===== config.mk =====
export PLATFORM = sky130hd
export DESIGN_NAME = spm_program_loader
export DESIGN_NICKNAME = d
export VERILOG_FILES = /design/src/rtl/spm_pkg.sv /design/src/rtl/spm_loader_timer.sv /design/src/rtl/spm_program_loader.sv
export SDC_FILE = /design/constraint.sdc
export NUM_CORES = 1
export LEC_CHECK = 0
export CAP_MARGIN = 20
export CELL_PAD_IN_SITES_DETAIL_PLACEMENT = 1
export CELL_PAD_IN_SITES_GLOBAL_PLACEMENT = 2
export CORE_MARGIN = 8
export CORE_UTILIZATION = 30
export CTS_BUF_LIST = sky130_fd_sc_hd__clkbuf_4
export DETAILED_ROUTE_END_ITERATION = 6
export PLACE_DENSITY_LB_ADDON = 0.1
export SKIP_CTS_REPAIR_TIMING = 1
export SYNTH_ARGS = -nofsm -noshare
export SYNTH_HDL_FRONTEND = slang
export SYNTH_HIERARCHICAL = 1
export SYNTH_SLANG_ARGS = --single-unit

===== constraint.sdc =====
create_clock -name clk -period 7.49 [get_ports clk]
set_input_delay 1.1235 -clock clk [delete_from_list [all_inputs] [get_ports clk]]
set_output_delay 1.1235 -clock clk [all_outputs]
set_load 0.02 [all_outputs]

===== src/rtl/spm_pkg.sv =====
// Shared types and helpers for the RISC_SPM program loader.
package spm_pkg;

    localparam int unsigned WORD_SIZE = 8;

    typedef enum logic [2:0] {
        IDLE,
        ADDR,
        LEN,
        DATA,
        CSUM,
        DONE,
        ERROR
    } loader_state_t;

    function automatic logic [WORD_SIZE-1:0] csum_add(input logic [WORD_SIZE-1:0] a,
                                                       input logic [WORD_SIZE-1:0] b);
        return WORD_SIZE'(a + b);
    endfunction

endpackage


===== src/rtl/spm_loader_timer.sv =====
// Inter-byte idle timer: counts enabled cycles and flags the last one before TIMEOUT_CYCLES.
module spm_loader_timer #(
    parameter int unsigned TIMEOUT_CYCLES = 1024
) (
    input  logic clk,
    input  logic rst,
    input  logic clear,
    input  logic enable,
    output logic timeout_c
);

    localparam int unsigned CW = $clog2(TIMEOUT_CYCLES + 1);

    logic [CW-1:0] count;

    always_ff @(posedge clk) begin
        if (rst || clear) begin
            count <= '0;
        end else if (enable) begin
            count <= count + CW'(1);
        end
    end

    // Fires in the cycle that would be the TIMEOUT_CYCLES-th idle one, so ERROR follows on the edge.
    assign timeout_c = enable && (count == CW'(TIMEOUT_CYCLES - 1));

endmodule


===== src/rtl/spm_program_loader.sv =====
// Boot loader: receives ADDR/LEN/DATA[/CSUM] frames and writes them into program memory.
// Optional LOADER_CHECKSUM_EN adds the trailing checksum byte and its verification.
module spm_program_loader
    import spm_pkg::*;
#(
    parameter int unsigned word_size      = WORD_SIZE,
    parameter int unsigned TIMEOUT_CYCLES = 1024
) (
    input  logic                 clk,
    input  logic                 rst,
    input  logic                 start,
    input  logic [word_size-1:0] in_data,
    input  logic                 in_valid,
    output logic                 in_ready,
    output logic                 mem_write,
    output logic [word_size-1:0] mem_addr,
    output logic [word_size-1:0] mem_data,
    output logic                 cpu_rst,
    output logic                 busy,
    output logic                 done,
    output logic                 error
);

`ifdef LOADER_CHECKSUM_EN
    localparam loader_state_t TAIL = CSUM;
`else
    localparam loader_state_t TAIL = DONE;
`endif

    loader_state_t        state, state_next;
    logic [word_size-1:0] addr_cnt;
    logic [word_size-1:0] len_cnt;
    logic                 xfer;
    logic                 start_ok;
    logic                 timeout_c;

    assign xfer     = in_valid && in_ready;
    assign start_ok = start && ((state == IDLE) || (state == DONE) || (state == ERROR));

`ifdef LOADER_CHECKSUM_EN
    logic [word_size-1:0] csum;
    logic                 csum_good;
    assign csum_good = (csum_add(csum, in_data) == '0);
`endif

    spm_loader_timer #(
        .TIMEOUT_CYCLES(TIMEOUT_CYCLES)
    ) u_timer (
        .clk      (clk),
        .rst      (rst),
        .clear    (start_ok || xfer || !busy),
        .enable   (busy && !xfer),
        .timeout_c(timeout_c)
    );

    // State register
    always_ff @(posedge clk) begin
        if (rst) begin
            state <= IDLE;
        end else begin
            state <= state_next;
        end
    end

    // Next-state logic; a transfer always beats a timeout in the same cycle
    always_comb begin
        state_next = state;
        case (state)
            IDLE, DONE, ERROR: if (start) state_next = ADDR;
            ADDR: begin
                if (xfer)           state_next = LEN;
                else if (timeout_c) state_next = ERROR;
            end
            LEN: begin
                if (xfer)           state_next = (in_data == '0) ? TAIL : DATA;
                else if (timeout_c) state_next = ERROR;
            end
            DATA: begin
                if (xfer) begin
                    if (len_cnt == word_size'(1)) state_next = TAIL;
                end else if (timeout_c) begin
                    state_next = ERROR;
                end
            end
`ifdef LOADER_CHECKSUM_EN
            CSUM: begin
                if (xfer)           state_next = csum_good ? DONE : ERROR;
                else if (timeout_c) state_next = ERROR;
            end
`endif
            default: state_next = IDLE;
        endcase
    end

    // State-decoded status outputs
    always_comb begin
        in_ready = 1'b0;
        busy     = 1'b0;
        done     = 1'b0;
        error    = 1'b0;
        case (state)
            ADDR, LEN, DATA, CSUM: begin
                in_ready = 1'b1;
                busy     = 1'b1;
            end
            DONE:    done  = 1'b1;
            ERROR:   error = 1'b1;
            default: ;
        endcase
    end

    // Datapath: address/length counters, registered memory write port, CPU reset
    always_ff @(posedge clk) begin
        if (rst) begin
            mem_write <= 1'b0;
            mem_addr  <= '0;
            mem_data  <= '0;
            cpu_rst   <= 1'b1;
            addr_cnt  <= '0;
            len_cnt   <= '0;
        end else begin
            mem_write <= 1'b0;
            cpu_rst   <= (state_next != DONE);
            if (xfer) begin
                case (state)
                    ADDR: addr_cnt <= in_data;
                    LEN:  len_cnt  <= in_data;
                    DATA: begin
                        mem_write <= 1'b1;
                        mem_addr  <= addr_cnt;
                        mem_data  <= in_data;
                        addr_cnt  <= addr_cnt + word_size'(1);
                        len_cnt   <= len_cnt - word_size'(1);
                    end
                    default: ;
                endcase
            end
        end
    end

`ifdef LOADER_CHECKSUM_EN
    // Running modular sum over every accepted byte of the frame
    always_ff @(posedge clk) begin
        if (rst || start_ok) begin
            csum <= '0;
        end else if (xfer) begin
            csum <= csum_add(csum, in_data);
        end
    end
`endif

endmodule


==> reports/qor.yml, run 1 <==
status: "completed"
nFillCells: 969
cp-end-kind: "flip-flop"
synth_fp_nets: 324
drc_errors: 0
cts_tree: "built"
tns_ps: 0
critPathCapture: "cpu_rst"
crit_arrival_ps: 3980
crit_chain: "clkdlybuf4s50_1, nor2b_1, nand4_1, or4_4, nor2_1, nor3b_1, a211oi_1, a311oi_2, a22oi_1"
setup_viol: 0
r2r-start: "state[1]"
layout-drive-gt1-share_pct: 6.65
finalCritPeriodShare_pct: 49.1
ir_drop_uv: 68.1
yosysSeqAreaShare_pct: 38.5
maxCapViolCount: 0
ff_latch_area_um2: 961
core_mm2: 0.00813
fin_crit_ps: 3680
antenna_found_initial: 0
io_pins: 34
fp.dieH_um: 107
max_slew.worst_pin.slew_ps: 681
area_growth_pct: 16.5
clk_latency_ps: 370
clkSinkCount: 48
grt_pass1_vias: 2457
max_stage_delay_ps: 600
critical_path_class: "input port to flip-flop"
slew-limit-headroom_pct: 54.6
cts_buffers: 5
drt_iter0_markers: 70
grt_pass1_wl_mm: 12.1
cp_max_fo: 10
reg2reg_to: "cpu_rst"
skew_ps: 5.63
dp_slack_ps: 3370
ant_nets: 0
drtPass1Iterations: 4
finalHoldViolations: 0
synth_ff_type: "dfxtp_1"
rsz0062_at_grt: "false"
rr_worst_depth: 10
grt-ovfl-total: 0
gp_congestion: 0.754
htreeDepth: 2
synth_warnings: 6
worst_slack_ps: 3810
crit_slowest_cell: "nor2b_1"
netlist_area_mm2: 0.00249
grt_max_degree: 45
viasPerCell: 5.27
syn_area_per_cell_um2: 8.10
netlist_instances: 308
portBuffers: 33
cts_root_buffer: "clkbuf_4"
dpl_cell_area_mm2: 0.00285
ys_ff_latch: 48
synth_top_cell_area_share_pct: 38.5
num_antenna_cells: 0
max_clock_freq_ghz: 0.272
r2r_slack_ps: 4010
hold_class: "flip-flop to flip-flop"
wl_per_cell_um: 16.3
yosys.area.top_type: "dfxtp_1"
track_usage_pct: 13.0
route.vias.total: 2299
synth_edf_count: 0
finalNetCount: 346
hpwlAfterDp_mm: 5.04
fin_area_mm2: 0.00290
synth.distinct_cells: 59
p_per_area_mw_per_mm2: 161
clk_path_buf_depth: 2
startpoint: "in_valid"
rows: 33
async_flop_share_pct: 0
clk_pin_slew_ps: 160
multi_input_area_mm2: 0.00138
drt-total-wl_mm: 7.13
die_w_um: 107
leakage_uw: 0.000946
initial_core_util_pct: 30.7
finalMaxSlewViolations: 0
crit_required_ps: 7790
worst_setup_path_start_kind: "input port"
fp.dieArea_mm2: 0.0115
yosys-top-cells-area: "dfxtp_1 39%, nand2_1 8.7%, a21oi_1 7.4%, o21ai_0 2.8%, nor2_1 2.7%"
fin_util_pct: 35.7
p_total_uw: 467
## worst max-delay path, delay by kind of cell
family | cells | cell delay, ps
AO/OA/AOI/OAI | 3 | 660
AND/OR/NAND/NOR | 5 | 1650
buffers and inverters | 1 | 540
## cell usage in the layout, fill, tap and decap left out, types with 3 or more instances in the layout
master / netlist / layout
o31ai_1: 3 / 3
nand2_1: 58 / 58
and3_1: 3 / 3
a21oi_1: 37 / 37
xnor2_1: 3 / 3
a211oi_1: 5 / 5
ha_1: 4 / 4
nor2_1: 18 / 18
nor2b_1: 3 / 3
nand4_1: 5 / 5
mux2i_1: 3 / 3
dfxtp_1: 48 / 48
nor3b_1: 3 / 3
o21ai_0: 14 / 14
and3b_1: 3 / 3
a21o_1: 3 / 3
inv_1: 10 / 10
nor4_1: 4 / 4
and2_1: 5 / 5
clkbuf_4: 0 / 5
nand3_1: 6 / 6
clkdlybuf4s50_1: 0 / 33
xor2_1: 3 / 3
or3_1: 4 / 4
nand2b_1: 3 / 3
## cells in the mapped netlist, drive strengths merged, types with 2 or more instances
cell and number:
nor2 18, inv 10, o31a 2, and2 5, o211ai 2, nand2b 3
buf 13, and3b 3, o32ai 2, o41ai 2, o311ai 2, and2b 2
a31o 2, a211oi 6, nor3b 3, xnor2 3, nand3b 2, nor4 4
xor2 3, nand4 6, a311oi 2, o31ai 3, nand2 59, a21oi 37
nor2b 3, o21ai 16, and3 3, nand3 6, dfxtp 48, ha 4
a211o 2, clkbuf 6, mux2i 3, or3 4, or4 4, o22ai 2
a21o 3
## stage by stage
step                std cells  hold slack [ps]
finish                    436              469
detailed placement        428              450
global route              436              492
CTS                       436              470
global placement          428              444
floorplan                 308              445
## sequential cells by signal, indices dropped and copies added (netlist names)
signal,flops
mem_data,8
addr_cnt,8
mem_addr,8
u_timer/count,11
mem_write,1
cpu_rst,1
len_cnt,8
state,3
## power by group
part,switching (µW),internal (µW),leakage (µW),total [µW]
Clock,93.0,35.6,0.0000249,129
Combinational,38.7,27.7,0.000533,66.4
Sequential,10.4,262,0.000388,272
## worst min path at each step
stage / startpoint / to / slack (ps) / depth (start not counted)
global placement: mem_addr[3] / mem_addr[3] / 440 / 2
floorplan: addr_cnt[7] / mem_addr[7] / 450 / 2
finish: mem_addr[3] / mem_addr[3] / 470 / 2
detailed placement: mem_addr[0] / mem_addr[0] / 450 / 2
CTS: mem_addr[0] / mem_addr[0] / 470 / 2
global route: mem_addr[3] / mem_addr[3] / 490 / 2
## routing by layer
| metal | part of all wire [%] | global-route usage, % | vias to the layer above |
|---|---|---|---|
| met4 | 0.86 | 3.02 | 0 |
| met5 | 0 | 0 | - |
| met1 | 49 | 16.6 | 1126 |
| met2 | 47 | 22.0 | 28 |
| li1 | - | - | 1139 |
| met3 | 2.7 | 2.16 | 6 |
## layout make-up
type                       instances  share of cell area, %
clock buffer                       5                   1.29
clock inverter                     3                  0.646
inverter                          10                   1.29
multi-input combinational        231                   47.5
sequential                        48                   33.1
tap                              105                   4.52
timing repair buffer              34                   11.6
## kinds of logic (layout without fill, tap and decap cells)
kind of cell	Yosys count	in the layout	share of synthesized area (%)
AND/OR/NAND/NOR	130	130	27.2
XOR/XNOR	6	6	2.11
adder cells (fa/ha/maj)	4	4	2.01
multiplexers	4	4	1.66
AO/OA/AOI/OAI	87	87	22.3
buffers and inverters	29	52	6.12
flip-flops	48	48	38.5
(Power assumes the default switching activity.)
==> run 2: changes to the inputs <==
==> constraint.sdc (replaced) <==
create_clock -name clk -period 3 [get_ports clk]
set_input_delay 0.45 -clock clk [delete_from_list [all_inputs] [get_ports clk]]
set_output_delay 0.45 -clock clk [all_outputs]
set_load 0.02 [all_outputs]
==> run 2 against run 1 <==
Critical path type is now flip-flop to flip-flop. Sequential power rose by 150%. Critical endpoint unchanged. Hold slack got worse by 0.91 ps. Highest routed layer unchanged. Wire length rose by 3.0%.
==> reports/qor.yml, run 2 (same netlist as run 1, synthesis figures left out) <==
grt_pass1_vias: 2428  # -1.2%
ir_drop_uv: 170  # +150%
grt-ovfl-total: 0  # unchanged
clk_pin_slew_ps: 160  # about the same
p_per_area_mw_per_mm2: 422  # +160%
finalCritPeriodShare_pct: 87.3
drtPass1Iterations: 4  # unchanged
htreeDepth: 2  # unchanged
leakage_uw: 0.00101  # +6.3%
fin_area_mm2: 0.00299  # +2.9%
r2r_slack_ps: 380  # -3630 ps
fin_crit_ps: 2620
io_pins: 34  # unchanged
hpwlAfterDp_mm: 5.34  # +5.8%
antenna_found_initial: 0  # unchanged
track_usage_pct: 13.3  # +0.35 points
final_common_cell: "nand2_1"
fp.dieH_um: 107  # unchanged
hold_class: "flip-flop to flip-flop"
finalNetCount: 354  # +2.3%
crit_arrival_ps: 2920  # -1060 ps
tns_ps: 0  # unchanged
route.vias.total: 2325  # +1.1%
portBuffers: 33  # unchanged
rsz0062_at_grt: "false"
clk_latency_ps: 380  # about the same
max_clock_freq_ghz: 0.382
setup_viol: 0  # unchanged
rows: 33  # unchanged
clkSinkCount: 48  # unchanged
drt_iter0_markers: 64  # -8.6%
cp-end-kind: "flip-flop"
initial_core_util_pct: 30.7  # unchanged
die_w_um: 107  # unchanged
largest_reg_flops: 11  # unchanged
gp_congestion: 0.747  # -0.98%
wl_per_cell_um: 16.5  # +1.1%
ant_nets: 0  # unchanged
area_growth_pct: 19.8
critical_path_class: "flip-flop to flip-flop"
finalHoldViolations: 0  # unchanged
num_antenna_cells: 0  # unchanged
rr_worst_depth: 10  # unchanged
cts_tree: "built"
max_slew.worst_pin.slew_ps: 634  # -47.0 ps
worst_setup_path_start_kind: "flip-flop"
finalMaxSlewViolations: 0  # unchanged
slew-limit-headroom_pct: 57.6  # +3.0 points
maxCapViolCount: 0  # unchanged
grt_max_degree: 21  # -53%
drc_errors: 0  # unchanged
holdPathStages: 2  # unchanged
most-common-layout-cells: "58 x nand2_1, 48 x dfxtp_1, 37 x a21oi_1"
fin_cells: 444  # +1.8%
cts_root_buffer: "clkbuf_4"
skew_ps: 11.0  # +5.40 ps
grt_pass1_wl_mm: 12.4  # +2.4%
nFillCells: 994  # +2.6%
crit_required_ps: 3300  # -4490 ps
fp.dieArea_mm2: 0.0115  # unchanged
cp_max_fo: 4  # -6
dpl_cell_area_mm2: 0.00291  # +2.1%
layout-drive-gt1-share_pct: 8.85  # +2.2 points
cts_buffers: 5  # unchanged
status: "completed"
regMostFlops: "u_timer/count"
drt-total-wl_mm: 7.34  # +3.0%
clk_path_buf_depth: 2  # unchanged
viasPerCell: 5.24  # -0.69%
place_inst: 436  # +1.9%
core_mm2: 0.00813  # unchanged
run 2: stage by stage:
step / total power, µW / setup WS, ps / utilization, % / hold slack (ps)
2_1_floorplan: 803 / 239 / - / 445
3_5_place_dp: 873 / 298 / 35.7 / 454
6_report: 1260 / 382 / 36.7 / 468
3_3_place_gp: 872 / 365 / 35.7 / 444
4_1_cts: 1290 / 345 / 36.7 / 474
5_1_grt: 1330 / 140 / 36.7 / 488
run 2: worst max-delay path, stage by stage (launching register included):
cell and delay [ps]:
dfxtp_1 340, nor2_1 270, xnor2_1 200, nor2b_1 210
nand4_1 150, or4_4 450, nor2_1 220, nor3b_1 80
a211oi_1 330, a311oi_2 90, a22oi_1 210
run 2: metal layers:
metal,share of wire [%],global-route usage (%),wire (µm)
met1,48,17.1,3550
met3,2.6,2.82,192
met2,48,21.8,3500
met5,0,0,0
met4,1.3,3.72,94
run 2: final cells by class:
class / instances / area, µm² / area share [%]
Multi-Input combinational cell: 231 / 1380 / 46.2
Sequential cell: 48 / 961 / 32.2
Timing Repair Buffer: 42 / 398 / 13.3
Tap cell: 105 / 131 / 4.40
Clock inverter: 3 / 42.5 / 1.42
Clock buffer: 5 / 37.5 / 1.26
Inverter: 10 / 37.5 / 1.26
run 2: final timing paths:
| path | start | end |
|---|---|---|
| setup / recovery | state[0] | cpu_rst |
| hold / removal | mem_addr[4] | mem_addr[4] |
| setup reg to reg | state[0] | cpu_rst |
| hold reg to reg | mem_addr[4] | mem_addr[4] |
run 2: power breakdown:
group	switching (µW)	internal, µW
sequential	16.3	653
combinational	110	77.0
clock	230	175
==> run 3: changes to the inputs <==
--- a/config.mk
+++ b/config.mk
@@ -5,6 +5,7 @@
 export SDC_FILE = /design/constraint.sdc
 export NUM_CORES = 1
 export LEC_CHECK = 0
+export ABC_AREA = 0
 export CAP_MARGIN = 20
 export CELL_PAD_IN_SITES_DETAIL_PLACEMENT = 1
 export CELL_PAD_IN_SITES_GLOBAL_PLACEMENT = 2
==> results of run 3 <==
Same layout as run 2: the final DEF is identical, and so are final timing and power.
